**src/rtl/vme_data_transfer_pkg.sv**
```systemverilog
// Shared types and constants for the MC68030-to-VMEbus data-transfer block.
// SIZ encodings, cycle classes, FSM states, AM codes and the registered output bundle.
package vme_data_transfer_pkg;

  localparam logic [1:0] SIZ_LONG  = 2'b00;
  localparam logic [1:0] SIZ_BYTE  = 2'b01;
  localparam logic [1:0] SIZ_WORD  = 2'b10;
  localparam logic [1:0] SIZ_THREE = 2'b11;

  localparam logic [5:0] AM_NONE     = 6'h00;
  localparam logic [5:0] AM_STD_DATA = 6'h09;
  localparam logic [5:0] AM_STD_PROG = 6'h0A;
  localparam logic [5:0] AM_SUP_DATA = 6'h0D;
  localparam logic [5:0] AM_SUP_PROG = 6'h0E;

  typedef enum logic [1:0] {
    CLS_LONG,
    CLS_WORD,
    CLS_EVEN,
    CLS_ODD
  } cycle_class_e;

  typedef enum logic [2:0] {
    ST_IDLE,
    ST_ADDRESS,
    ST_DATA,
    ST_ACK,
    ST_ERROR,
    ST_RELEASE
  } state_e;

  typedef struct packed {
    logic [1:0] cpu_dsack;
    logic       vme_as;
    logic [1:0] vme_ds;
    logic       vme_lword;
    logic       vme_write;
    logic [5:0] vme_address_mod;
    logic       addr_low_oe;
    logic       data_low_oe;
    logic       data_low_dir;
    logic       d16_cross_oe;
    logic       d16_cross_dir;
    logic       md32_cross_oe;
    logic       md32_cross_dir;
  } bus_out_t;

  localparam bus_out_t OUT_RESET = '{
    cpu_dsack:       2'b11,
    vme_as:          1'b1,
    vme_ds:          2'b11,
    vme_lword:       1'b1,
    vme_write:       1'b1,
    vme_address_mod: AM_NONE,
    addr_low_oe:     1'b1,
    data_low_oe:     1'b1,
    data_low_dir:    1'b0,
    d16_cross_oe:    1'b1,
    d16_cross_dir:   1'b0,
    md32_cross_oe:   1'b1,
    md32_cross_dir:  1'b0
  };

  // Anything not a full aligned long goes out as a 16-bit cycle; the 68030
  // sizes the remainder dynamically from the DSACK1-only response.
  function automatic cycle_class_e classify(input logic [1:0] siz, input logic [1:0] addr);
    if (addr[0]) return CLS_ODD;
    case (siz)
      SIZ_LONG:            return addr[1] ? CLS_WORD : CLS_LONG;
      SIZ_BYTE:            return CLS_EVEN;
      SIZ_WORD, SIZ_THREE: return CLS_WORD;
    endcase
  endfunction

  function automatic logic [5:0] am_code(input logic [2:0] fc);
    if (fc[2]) return fc[1] ? AM_SUP_PROG : AM_SUP_DATA;
    return fc[1] ? AM_STD_PROG : AM_STD_DATA;
  endfunction

endpackage

```
**src/rtl/vme_data_transfer_if.sv**
```systemverilog
// CPU-side and VME-side signal bundle for vme_data_transfer.
// master is the view of the transfer block; slave is the view of its surroundings.
interface vme_data_transfer_if;

  logic       request_vme;
  logic       bus_acquired;
  logic       cpu_as;
  logic       cpu_ds;
  logic       cpu_write;
  logic [1:0] cpu_siz;
  logic [1:0] cpu_address;
  logic [2:0] cpu_fc;
  logic [1:0] cpu_dsack;
  logic       vme_as;
  logic [1:0] vme_ds;
  logic       vme_lword;
  logic       vme_write;
  logic [5:0] vme_address_mod;
  logic       vme_dtack;
  logic       vme_berr;
  logic       addr_low_oe;
  logic       a40_cross_oe;
  logic       data_low_oe;
  logic       data_low_dir;
  logic       d16_cross_oe;
  logic       d16_cross_dir;
  logic       md32_cross_oe;
  logic       md32_cross_dir;

  modport master (
    input  request_vme, bus_acquired, cpu_as, cpu_ds, cpu_write, cpu_siz, cpu_address,
           cpu_fc, vme_dtack, vme_berr,
    output cpu_dsack, vme_as, vme_ds, vme_lword, vme_write, vme_address_mod,
           addr_low_oe, a40_cross_oe, data_low_oe, data_low_dir, d16_cross_oe,
           d16_cross_dir, md32_cross_oe, md32_cross_dir
  );

  modport slave (
    output request_vme, bus_acquired, cpu_as, cpu_ds, cpu_write, cpu_siz, cpu_address,
           cpu_fc, vme_dtack, vme_berr,
    input  cpu_dsack, vme_as, vme_ds, vme_lword, vme_write, vme_address_mod,
           addr_low_oe, a40_cross_oe, data_low_oe, data_low_dir, d16_cross_oe,
           d16_cross_dir, md32_cross_oe, md32_cross_dir
  );

endinterface

```
**src/rtl/vme_data_transfer.sv**
```systemverilog
// Runs one VMEbus data-transfer cycle per MC68030 bus cycle once this board owns VME.
// All outputs come straight from a register loaded with the next state's values.
module vme_data_transfer
  import vme_data_transfer_pkg::*;
(
  input logic              clock,
  input logic              reset,
  vme_data_transfer_if.master bus
);

  state_e       state;
  cycle_class_e cls;
  bus_out_t     outs;
  logic         start;
  logic         abort;

  assign start = !bus.cpu_as && !bus.cpu_ds && !bus.request_vme && !bus.bus_acquired &&
                 bus.vme_dtack && bus.vme_berr;
  assign abort = bus.cpu_as || bus.bus_acquired;

  function automatic bus_out_t address_phase(input cycle_class_e c, input logic [2:0] fc,
                                             input logic wr);
    bus_out_t o;
    o                 = OUT_RESET;
    o.addr_low_oe     = 1'b0;
    o.vme_lword       = (c != CLS_LONG);
    o.vme_write       = wr;
    o.vme_address_mod = am_code(fc);
    o.data_low_dir    = !wr;
    o.d16_cross_dir   = !wr;
    o.md32_cross_dir  = !wr;
    return o;
  endfunction

  // Long transfers carry the upper CPU half on the VME address lines (MD32),
  // so the address drivers must be off while data is on the bus.
  function automatic bus_out_t data_phase(input cycle_class_e c, input bus_out_t held);
    bus_out_t o;
    o        = held;
    o.vme_as = 1'b0;
    case (c)
      CLS_EVEN: o.vme_ds = 2'b01;
      CLS_ODD:  o.vme_ds = 2'b10;
      default:  o.vme_ds = 2'b00;
    endcase
    if (c == CLS_LONG) begin
      o.addr_low_oe   = 1'b1;
      o.md32_cross_oe = 1'b0;
      o.data_low_oe   = 1'b0;
    end else begin
      o.addr_low_oe  = 1'b0;
      o.d16_cross_oe = 1'b0;
    end
    return o;
  endfunction

  always_ff @(posedge clock) begin
    if (reset) begin
      state <= ST_IDLE;
      cls   <= CLS_WORD;
      outs  <= OUT_RESET;
    end else begin
      case (state)
        ST_IDLE: begin
          if (start) begin
            cls   <= classify(bus.cpu_siz, bus.cpu_address);
            outs  <= address_phase(classify(bus.cpu_siz, bus.cpu_address), bus.cpu_fc,
                                   bus.cpu_write);
            state <= ST_ADDRESS;
          end
        end
        ST_ADDRESS: begin
          if (abort) begin
            outs  <= OUT_RESET;
            state <= ST_RELEASE;
          end else begin
            outs  <= data_phase(cls, outs);
            state <= ST_DATA;
          end
        end
        ST_DATA: begin
          if (abort) begin
            outs  <= OUT_RESET;
            state <= ST_RELEASE;
          end else if (!bus.vme_berr) begin
            state <= ST_ERROR;
          end else if (!bus.vme_dtack) begin
            outs.cpu_dsack <= (cls == CLS_LONG) ? 2'b00 : 2'b01;
            state          <= ST_ACK;
          end
        end
        ST_ACK, ST_ERROR: begin
          if (bus.cpu_as) begin
            outs  <= OUT_RESET;
            state <= ST_RELEASE;
          end
        end
        ST_RELEASE: begin
          if (bus.vme_dtack && bus.vme_berr) state <= ST_IDLE;
        end
        default: begin
          outs  <= OUT_RESET;
          state <= ST_IDLE;
        end
      endcase
    end
  end

  assign bus.cpu_dsack       = outs.cpu_dsack;
  assign bus.vme_as          = outs.vme_as;
  assign bus.vme_ds          = outs.vme_ds;
  assign bus.vme_lword       = outs.vme_lword;
  assign bus.vme_write       = outs.vme_write;
  assign bus.vme_address_mod = outs.vme_address_mod;
  assign bus.addr_low_oe     = outs.addr_low_oe;
  assign bus.a40_cross_oe    = 1'b1;
  assign bus.data_low_oe     = outs.data_low_oe;
  assign bus.data_low_dir    = outs.data_low_dir;
  assign bus.d16_cross_oe    = outs.d16_cross_oe;
  assign bus.d16_cross_dir   = outs.d16_cross_dir;
  assign bus.md32_cross_oe   = outs.md32_cross_oe;
  assign bus.md32_cross_dir  = outs.md32_cross_dir;

endmodule

```
**src/flat_wrapper.sv**
```systemverilog
// flat-port wrapper written by rule: the top's interface ports become plain ports
module vme_data_transfer_flat import vme_data_transfer_pkg::*;
  (clock, reset, bus_request_vme, bus_bus_acquired, bus_cpu_as, bus_cpu_ds, bus_cpu_write, bus_cpu_siz, bus_cpu_address, bus_cpu_fc, bus_vme_dtack, bus_vme_berr, bus_cpu_dsack, bus_vme_as, bus_vme_ds, bus_vme_lword, bus_vme_write, bus_vme_address_mod, bus_addr_low_oe, bus_a40_cross_oe, bus_data_low_oe, bus_data_low_dir, bus_d16_cross_oe, bus_d16_cross_dir, bus_md32_cross_oe, bus_md32_cross_dir);
  vme_data_transfer_if bus_i ();
  input logic clock;
  input logic reset;
  input wire logic [$bits(bus_i.request_vme)-1:0] bus_request_vme;
  input wire logic [$bits(bus_i.bus_acquired)-1:0] bus_bus_acquired;
  input wire logic [$bits(bus_i.cpu_as)-1:0] bus_cpu_as;
  input wire logic [$bits(bus_i.cpu_ds)-1:0] bus_cpu_ds;
  input wire logic [$bits(bus_i.cpu_write)-1:0] bus_cpu_write;
  input wire logic [$bits(bus_i.cpu_siz)-1:0] bus_cpu_siz;
  input wire logic [$bits(bus_i.cpu_address)-1:0] bus_cpu_address;
  input wire logic [$bits(bus_i.cpu_fc)-1:0] bus_cpu_fc;
  input wire logic [$bits(bus_i.vme_dtack)-1:0] bus_vme_dtack;
  input wire logic [$bits(bus_i.vme_berr)-1:0] bus_vme_berr;
  output wire logic [$bits(bus_i.cpu_dsack)-1:0] bus_cpu_dsack;
  output wire logic [$bits(bus_i.vme_as)-1:0] bus_vme_as;
  output wire logic [$bits(bus_i.vme_ds)-1:0] bus_vme_ds;
  output wire logic [$bits(bus_i.vme_lword)-1:0] bus_vme_lword;
  output wire logic [$bits(bus_i.vme_write)-1:0] bus_vme_write;
  output wire logic [$bits(bus_i.vme_address_mod)-1:0] bus_vme_address_mod;
  output wire logic [$bits(bus_i.addr_low_oe)-1:0] bus_addr_low_oe;
  output wire logic [$bits(bus_i.a40_cross_oe)-1:0] bus_a40_cross_oe;
  output wire logic [$bits(bus_i.data_low_oe)-1:0] bus_data_low_oe;
  output wire logic [$bits(bus_i.data_low_dir)-1:0] bus_data_low_dir;
  output wire logic [$bits(bus_i.d16_cross_oe)-1:0] bus_d16_cross_oe;
  output wire logic [$bits(bus_i.d16_cross_dir)-1:0] bus_d16_cross_dir;
  output wire logic [$bits(bus_i.md32_cross_oe)-1:0] bus_md32_cross_oe;
  output wire logic [$bits(bus_i.md32_cross_dir)-1:0] bus_md32_cross_dir;
  assign bus_i.request_vme = bus_request_vme;
  assign bus_i.bus_acquired = bus_bus_acquired;
  assign bus_i.cpu_as = bus_cpu_as;
  assign bus_i.cpu_ds = bus_cpu_ds;
  assign bus_i.cpu_write = bus_cpu_write;
  assign bus_i.cpu_siz = bus_cpu_siz;
  assign bus_i.cpu_address = bus_cpu_address;
  assign bus_i.cpu_fc = bus_cpu_fc;
  assign bus_i.vme_dtack = bus_vme_dtack;
  assign bus_i.vme_berr = bus_vme_berr;
  assign bus_cpu_dsack = bus_i.cpu_dsack;
  assign bus_vme_as = bus_i.vme_as;
  assign bus_vme_ds = bus_i.vme_ds;
  assign bus_vme_lword = bus_i.vme_lword;
  assign bus_vme_write = bus_i.vme_write;
  assign bus_vme_address_mod = bus_i.vme_address_mod;
  assign bus_addr_low_oe = bus_i.addr_low_oe;
  assign bus_a40_cross_oe = bus_i.a40_cross_oe;
  assign bus_data_low_oe = bus_i.data_low_oe;
  assign bus_data_low_dir = bus_i.data_low_dir;
  assign bus_d16_cross_oe = bus_i.d16_cross_oe;
  assign bus_d16_cross_dir = bus_i.d16_cross_dir;
  assign bus_md32_cross_oe = bus_i.md32_cross_oe;
  assign bus_md32_cross_dir = bus_i.md32_cross_dir;
  vme_data_transfer u_core (.clock(clock), .reset(reset), .bus(bus_i));
endmodule
```
**config.mk**
```make
export PLATFORM = sky130hd
export DESIGN_NAME = vme_data_transfer_flat
export DESIGN_NICKNAME = d
export VERILOG_FILES = /design/src/rtl/vme_data_transfer_pkg.sv /design/src/rtl/vme_data_transfer_if.sv /design/src/rtl/vme_data_transfer.sv /design/src/flat_wrapper.sv
export SDC_FILE = /design/constraint.sdc
export NUM_CORES = 1
export LEC_CHECK = 0
export ABC_AREA = 1
export BUFFER_PORTS_ARGS = -buffer_cell sky130_fd_sc_hd__buf_2
export CAP_MARGIN = 30
export CELL_PAD_IN_SITES_DETAIL_PLACEMENT = 0
export CELL_PAD_IN_SITES_GLOBAL_PLACEMENT = 1
export CORE_UTILIZATION = 25
export CTS_BUF_LIST = sky130_fd_sc_hd__clkbuf_8
export CTS_CLUSTER_DIAMETER = 200
export CTS_CLUSTER_SIZE = 24
export DETAILED_ROUTE_END_ITERATION = 8
export PLACE_DENSITY_LB_ADDON = 0.2
export SLEW_MARGIN = 0
export SYNTH_ARGS = -nofsm -noshare
export SYNTH_HDL_FRONTEND = slang
export SYNTH_SLANG_ARGS = --single-unit
```
**constraint.sdc**
```tcl
create_clock -name clock -period 1.3 [get_ports clock]
set_clock_uncertainty 0.1 [all_clocks]
set_input_delay 0.13 -clock clock [delete_from_list [all_inputs] [get_ports clock]]
set_output_delay 0.13 -clock clock [all_outputs]
set_load 0.05 [all_outputs]
```
==> results.ini, run 1 <==
[status]
run_status=finished with violations
violations=negative setup slack

[min_path]
min-delay-path-class=input pin to register

[final_layout]
area.growth.synth_to_final_pct=51.0
layout.cell_area.non_filler_um2=1720
insertedDiodeCount=0
multi_input_area_um2=692
final_net_count=247
filler_cell_count=467
post_route_cells_drive_above_1_share_pct=42.6
area.sequential_um2=412

[routing]
drtPass1Iterations=4
postRouteAntennaNets=0
routed_wl_um=3380
m1WireLength_um=1580
routed-wl-met2_um=1630
drt-vias-per-instance=4.52
wl_met3_um=106
drc_errors=0
dr.max_layer_used=met4
dr_total_vias=1276
routed_wire_length_per_instance_um=12.0
first_iter_violations=30

[synth]
synth-seq-area-share_pct=35.2
synth_area_leader_cell=sky130_fd_sc_hd__dfxtp_1
ys_top_cells_by_area=sky130_fd_sc_hd__dfxtp_1 (35%), sky130_fd_sc_hd__nand2_1 (17%), sky130_fd_sc_hd__nand3_1 (13%)
synth_area_um2=1140
area_share_of_the_largest_cell_type_after_synthesis_pct=35.2
yosys_register_bits=20
synth_enable_flop_cells=0
synthesis.yosys.warnings=0
synth-async-reset-ratio_pct=0
synth.avg_cell_area_um2=6.62
synth_cell_type_count=22
netlist_instances=172
synthFlopType=sky130_fd_sc_hd__dfxtp_1

[pwr]
largest_voltage_drop_on_the_vdd_net_v=0.000989
power.total_uw=5120
powerDensity_nw_per_um2=2980
leakage_uw=0.000882

[floorplanning]
chipWidth_um=69.5
initial_core_util_pct=26.1
core_um2=4350
fp.dieH_um=69.5
design.die.area_um2=4830
rows=24
boundaryPins=37

[global_route]
antenna_violations_before_repair=0
gr-total-overflow=0
global_route.usage.total_pct=14.7
grt_max_degree=18
grt_first_pass_wirelength_um=5620
first_global_vias=1258

[critical_path]
critPathArrivalTime_ns=1.50
worst-setup-path-type=register to register
cp-end-kind=register
cp-start-kind=register
worst_ep_required_time_ns=1.42
crit_path_max_fanout=8

[place]
place_congestion=0.878
place.port_buffers=32
placedInstanceArea_um2=1550
hpwlAfterDp_um=2630
place_worst_setup_slack_ns=-0.195

[cts]
cts.root.buffer_cell=sky130_fd_sc_hd__clkbuf_8
clock_insertion_delay_worst_skew_ns=0.26
tritoncts=yes
clock_tree.htree_level_count=1
cts.path.max_buffers=2
cts_num_sinks=20
path_clk_slew_ns=0.08
cts-buffers-inserted=3

[timing]
finalCritPeriodShare_pct=106
timing.final.max_slew_violations=0
hold_violations=0
max_clock_freq_mhz=725
timing.final.ws_setup_ns=-0.0801
layout_min_cycle_time_ns=1.38
setup_viol=19
grt_setup_unrepaired=true

[job]
max_cap_violations=0

[worst max-delay path, stage by stage, from the launching register on]
cell and delay [ns]:
sky130_fd_sc_hd__dfxtp_4 0.40, sky130_fd_sc_hd__nor2_4 0.07, sky130_fd_sc_hd__nand2_4 0.08, sky130_fd_sc_hd__inv_4 0.04
sky130_fd_sc_hd__nand2_4 0.07, sky130_fd_sc_hd__nand2_4 0.06, sky130_fd_sc_hd__nor2_4 0.21, sky130_fd_sc_hd__buf_12 0.16
sky130_fd_sc_hd__nand4_1 0.07, sky130_fd_sc_hd__nand2_1 0.06
[power breakdown]
group          leakage [µW]  internal (µW)  switching [µW]
sequential         0.000166            836             170
clock             0.0000357            411             231
combinational      0.000680           1330            2150
total              0.000882           2570            2550
[through the flow]
stage               instances  utilization (%)  hold slack, ns  TNS [ns]
finish                    282             39.5         0.00440     -1.06
global placement          274             35.5           0.271     -3.15
detailed placement        274             35.5           0.285     -3.34
global route              282             39.5          0.0287     -2.84
floorplan                 173                -          0.0917    -0.110
CTS                       281             39.2         0.00499     -1.22
[registers in the layout, indices dropped and copies added, names as in the netlist]
name	cells
u_core.bus.vme_address_mod	4
u_core.state	3
u_core.bus.cpu_dsack	2
u_core.bus.vme_ds	2
u_core.cls	2
u_core.bus.addr_low_oe	1
u_core.bus.d16_cross_oe	1
u_core.bus.data_low_oe	1
u_core.bus.md32_cross_dir	1
u_core.bus.vme_as	1
u_core.bus.vme_lword	1
u_core.bus.vme_write	1
[path summary, 6_finish.rpt]
path / start / endpoint / slack (ns) / cells past startpoint
worst max-delay path: u_core.state[2] / u_core.bus.vme_address_mod[0] / -0.08 / 9
worst min-delay path: bus_cpu_fc[2] / u_core.bus.vme_address_mod[2] / 0.004 / 3
worst max register to register: u_core.state[2] / u_core.bus.vme_address_mod[0] / -0.08 / 9
worst min register to register: u_core.bus.vme_as / u_core.bus.vme_as / 0.35 / 2
[area by class of cell]
type                            instances  share of cell area, %
Sequential cell                        20                   23.9
Clock inverter                          1                   1.75
Tap cell                               52                   3.78
Timing Repair Buffer                   62                   23.1
Multi-Input combinational cell        123                   40.2
Inverter                               21                   4.73
Clock buffer                            3                   2.40
[placed cells by master (no fill, tap or decap)]
| cell | Yosys | final |
|---|---|---|
| sky130_fd_sc_hd__nand2_4 | 2 | 4 |
| sky130_fd_sc_hd__dfxtp_1 | 20 | 17 |
| sky130_fd_sc_hd__nor2_2 | 1 | 2 |
| sky130_fd_sc_hd__a211oi_1 | 1 | 1 |
| sky130_fd_sc_hd__nand4_1 | 6 | 6 |
| sky130_fd_sc_hd__o21ai_2 | 0 | 1 |
| sky130_fd_sc_hd__bufinv_16 | 0 | 1 |
| sky130_fd_sc_hd__nand3_1 | 29 | 21 |
| sky130_fd_sc_hd__a21oi_1 | 8 | 6 |
| sky130_fd_sc_hd__inv_4 | 1 | 1 |
| sky130_fd_sc_hd__a21oi_2 | 1 | 2 |
| sky130_fd_sc_hd__buf_4 | 6 | 29 |
| sky130_fd_sc_hd__nand4_4 | 0 | 1 |
| sky130_fd_sc_hd__conb_1 | 2 | 3 |
| sky130_fd_sc_hd__nand2_1 | 51 | 48 |
| sky130_fd_sc_hd__a21oi_4 | 0 | 1 |
| sky130_fd_sc_hd__inv_1 | 19 | 17 |
| sky130_fd_sc_hd__nand2_2 | 2 | 3 |
| sky130_fd_sc_hd__nor2_4 | 2 | 3 |
| sky130_fd_sc_hd__buf_2 | 0 | 32 |
| sky130_fd_sc_hd__clkbuf_8 | 0 | 3 |
| sky130_fd_sc_hd__inv_2 | 0 | 2 |
| sky130_fd_sc_hd__dfxtp_4 | 0 | 3 |
| sky130_fd_sc_hd__clkinv_1 | 1 | 1 |
| sky130_fd_sc_hd__nor2_1 | 11 | 9 |
| sky130_fd_sc_hd__nand3_2 | 1 | 8 |
| sky130_fd_sc_hd__o21ai_1 | 0 | 2 |
| sky130_fd_sc_hd__buf_12 | 0 | 1 |
| sky130_fd_sc_hd__o21ai_0 | 4 | 1 |
| sky130_fd_sc_hd__nand3_4 | 0 | 1 |
[synthesized netlist by cell type (2+ instances only)]
cell                       n
sky130_fd_sc_hd__nor2_4    2
sky130_fd_sc_hd__inv_1    19
sky130_fd_sc_hd__nor2_1   11
sky130_fd_sc_hd__o21ai_0   4
sky130_fd_sc_hd__nand2_4   2
sky130_fd_sc_hd__a21oi_1   8
sky130_fd_sc_hd__nand2_1  51
sky130_fd_sc_hd__dfxtp_1  20
sky130_fd_sc_hd__buf_6     2
sky130_fd_sc_hd__nand4_1   6
sky130_fd_sc_hd__buf_4     6
sky130_fd_sc_hd__nand3_1  29
sky130_fd_sc_hd__nand2_2   2
sky130_fd_sc_hd__conb_1    2
[routing by layer]
layer  up-vias  track usage (%)
met5         -                0
met4         0             5.22
met3         4             2.33
met2        28             25.4
met1       581             18.5
li1        663                -
[cell families (layout without fill, tap and decap cells)]
family | after synthesis | count (layout) | share of synthesized area [%]
AND/OR/NAND/NOR | 106 | 106 | 44.1
buffers and inverters | 30 | 87 | 13.4
flip-flops | 20 | 20 | 35.2
AO/OA/AOI/OAI | 14 | 14 | 6.70
other | 2 | 3 | 0.660
[timing repair]
item,4_1_cts,5_1_grt
gates resized for setup,16,2
hold buffers,0,0
endpoints found under the setup margin,19,20
pin swaps,8,1
buffers inserted,3,1
Note: power is estimated with default switching activity, not from simulation.
==> run 2: changes to the inputs <==
PLACE_DENSITY_LB_ADDON = 0.1   (was 0.2)
SETUP_SLACK_MARGIN = 0.4   (was unset)
==> results.ini, run 2 (same netlist as run 1, synthesis figures left out) <==
[global_route]
gr-total-overflow=0  ; unchanged
global_route.usage.total_pct=14.7  ; about the same
grt_first_pass_wirelength_um=5730  ; was 5620 µm
grt_max_degree=12  ; was 18
first_global_vias=1284  ; was 1258
antenna_violations_before_repair=0  ; unchanged

[timing]
setup_viol=19  ; unchanged
hold_violations=0  ; unchanged
grt_setup_unrepaired=true  ; unchanged
timing.final.max_slew_violations=0  ; unchanged
finalCritPeriodShare_pct=107  ; was 106%
timing.final.ws_setup_ns=-0.0970  ; was -0.0801 ns
max_clock_freq_mhz=716  ; was 725 MHz
layout_min_cycle_time_ns=1.40  ; was 1.38 ns
hold_ws_ns=0.0252  ; was 0.00440 ns

[critical_path]
cp-end-kind=register  ; unchanged
worst_ep_required_time_ns=1.38  ; was 1.42 ns
r2r_end=u_core.state[0]  ; was u_core.bus.vme_address_mod[0]
cp-start-kind=register  ; unchanged
critPathArrivalTime_ns=1.48  ; was 1.50 ns
crit_path_max_fanout=6  ; was 8
worst_r2r_path_depth=7  ; was 9
r2r_setup_slack_ns=-0.1  ; was -0.08 ns
worst-setup-path-type=register to register  ; unchanged
rr_startpoint=u_core.state[2]  ; unchanged

[min_path]
whs_endpoint=u_core.bus.vme_address_mod[1]  ; was u_core.bus.vme_address_mod[2]
worst_hold_path.num_cells=3  ; unchanged
hold_path_startpoint=bus_cpu_fc[1]  ; was bus_cpu_fc[2]
min-delay-path-class=input pin to register  ; unchanged

[place]
hpwlAfterDp_um=2590  ; was 2630 µm
place_congestion=0.850  ; was 0.878
place.port_buffers=32  ; unchanged
place_worst_setup_slack_ns=-0.138  ; was -0.195 ns
placedInstanceArea_um2=1550  ; about the same

[final_layout]
number_of_flip_flops_in_the_largest_register=4  ; unchanged
mostFrequentLayoutCells=sky130_fd_sc_hd__nand2_1 (45), sky130_fd_sc_hd__buf_4 (31), sky130_fd_sc_hd__nand3_1 (22)  ; was sky130_fd_sc_hd__nand2_1 (48), sky130_fd_sc_hd__buf_2 (32), sky130_fd_sc_hd__buf_4 (29)
area.growth.synth_to_final_pct=68.9  ; was 51.0%
insertedDiodeCount=0  ; unchanged
layout.cell_area.non_filler_um2=1920  ; was 1720 µm²
post_route_cells_drive_above_1_share_pct=51.9  ; was 42.6%
final_net_count=250  ; was 247
mostFrequentLayoutCell=sky130_fd_sc_hd__nand2_1  ; unchanged

[floorplanning]
chipWidth_um=69.5  ; unchanged
core_um2=4350  ; unchanged
initial_core_util_pct=26.1  ; unchanged
rows=24  ; unchanged
fp.dieH_um=69.5  ; unchanged
boundaryPins=37  ; unchanged
design.die.area_um2=4830  ; unchanged

[pwr]
leakage_uw=0.000939  ; was 0.000882 µW
power.total_uw=5250  ; was 5120 µW
switching_portion_of_total_power_pct=48.9  ; was 49.8%
p_seq_share_pct=21.3  ; was 19.6%
power_frac_clock_pct=7.8  ; was 12.5%
power.net_switching_uw=2570  ; was 2550 µW
powerDensity_nw_per_um2=2730  ; was 2980 nW/µm²
internal_power_uw=2690  ; was 2570 µW
largest_voltage_drop_on_the_vdd_net_v=0.00107  ; was 0.000989 V
p_comb_share_pct=70.9  ; was 67.8%

[job]
max_cap_violations=0  ; unchanged

[cts]
cts-buffers-inserted=3  ; unchanged
path_clk_slew_ns=0.07  ; was 0.08 ns
cts_num_sinks=20  ; unchanged
clock_tree.htree_level_count=1  ; unchanged
tritoncts=yes  ; unchanged
cts.root.buffer_cell=sky130_fd_sc_hd__clkbuf_8  ; unchanged
clock_insertion_delay_worst_skew_ns=0.25  ; was 0.26 ns
cts.path.max_buffers=2  ; unchanged

[routing]
routed_wire_length_per_instance_um=11.7  ; was 12.0 µm
drc_errors=0  ; unchanged
dr_total_vias=1301  ; was 1276
drt-vias-per-instance=4.56  ; was 4.52
drtPass1Iterations=4  ; unchanged
routed_wl_um=3330  ; was 3380 µm
first_iter_violations=33  ; was 30
postRouteAntennaNets=0  ; unchanged

[status]
violations=negative setup slack  ; unchanged
run_status=finished with violations  ; unchanged

run 2: worst max path at each step:
stage                     cells after the start       startpoint                         to  slack, ns
after global placement                        7  u_core.state[0]            u_core.state[0]      -0.12
after global routing                          9  u_core.state[2]  u_core.bus.md32_cross_dir      -0.17
final                                         7  u_core.state[2]            u_core.state[0]       -0.1
after floorplan                               9  u_core.state[1]       u_core.bus.vme_ds[0]      -0.02
after CTS                                     8  u_core.state[2]    u_core.bus.cpu_dsack[1]      -0.09
after detailed placement                      7  u_core.state[0]  u_core.bus.md32_cross_dir      -0.14
run 2: per-stage QoR:
| stage | std cells | setup TNS (ns) | utilization [%] |
|---|---|---|---|
| 3_3_place_gp | 275 | -1.65 | 35.7 |
| 6_report | 285 | -1.11 | 44.2 |
| 5_1_grt | 285 | -2.56 | 44.2 |
| 2_1_floorplan | 173 | -0.115 | - |
| 3_5_place_dp | 275 | -1.91 | 35.7 |
| 4_1_cts | 284 | -1.23 | 42.9 |
run 2: metal layers:
layer  track usage, %  up-vias  part of all wire, %
met1             17.8      607                   46
met3             4.51        4                  3.3
met2             25.0       23                   50
met4             4.08        0                 0.69
met5                0        -                    0
li1                 -      667                    -
run 2: cell type report:
cell class              instances  area, µm²
clock inverters                 1       3.75
well taps                      52       65.1
clock buffers                   3       41.3
flip-flops and latches         20        435
inverters                      21       81.3
multi-input cells             123        702
fillers                       443       2430
repair buffers                 65        594
run 2: worst max-delay path: stages, from the launching register on:
cell	delay (ns)
sky130_fd_sc_hd__dfxtp_4	0.39
sky130_fd_sc_hd__nor2_2	0.18
sky130_fd_sc_hd__nand3_2	0.13
sky130_fd_sc_hd__nand2_1	0.09
sky130_fd_sc_hd__nand2_1	0.12
sky130_fd_sc_hd__nand3_2	0.12
sky130_fd_sc_hd__nand2_1	0.07
sky130_fd_sc_hd__a21oi_2	0.13
run 2: power groups by stage:
stage | logic (µW) | clock network (µW) | registers, µW
final | 3730 | 410 | 1120
after global routing | 4020 | 469 | 1150
after CTS | 3600 | 441 | 1100
after detailed placement | 3070 | 0 | 1010
after global placement | 3080 | 0 | 1000
after floorplan | 1760 | 0 | 1460
run 2: repair_timing:
action | CTS | global route
hold buffers | 1 | 0
pin swaps | 5 | 8
setup buffers | 4 | 1
setup endpoints to repair | 38 | 38
gates resized for setup | 75 | 15
hold endpoints to repair | 1 | 0
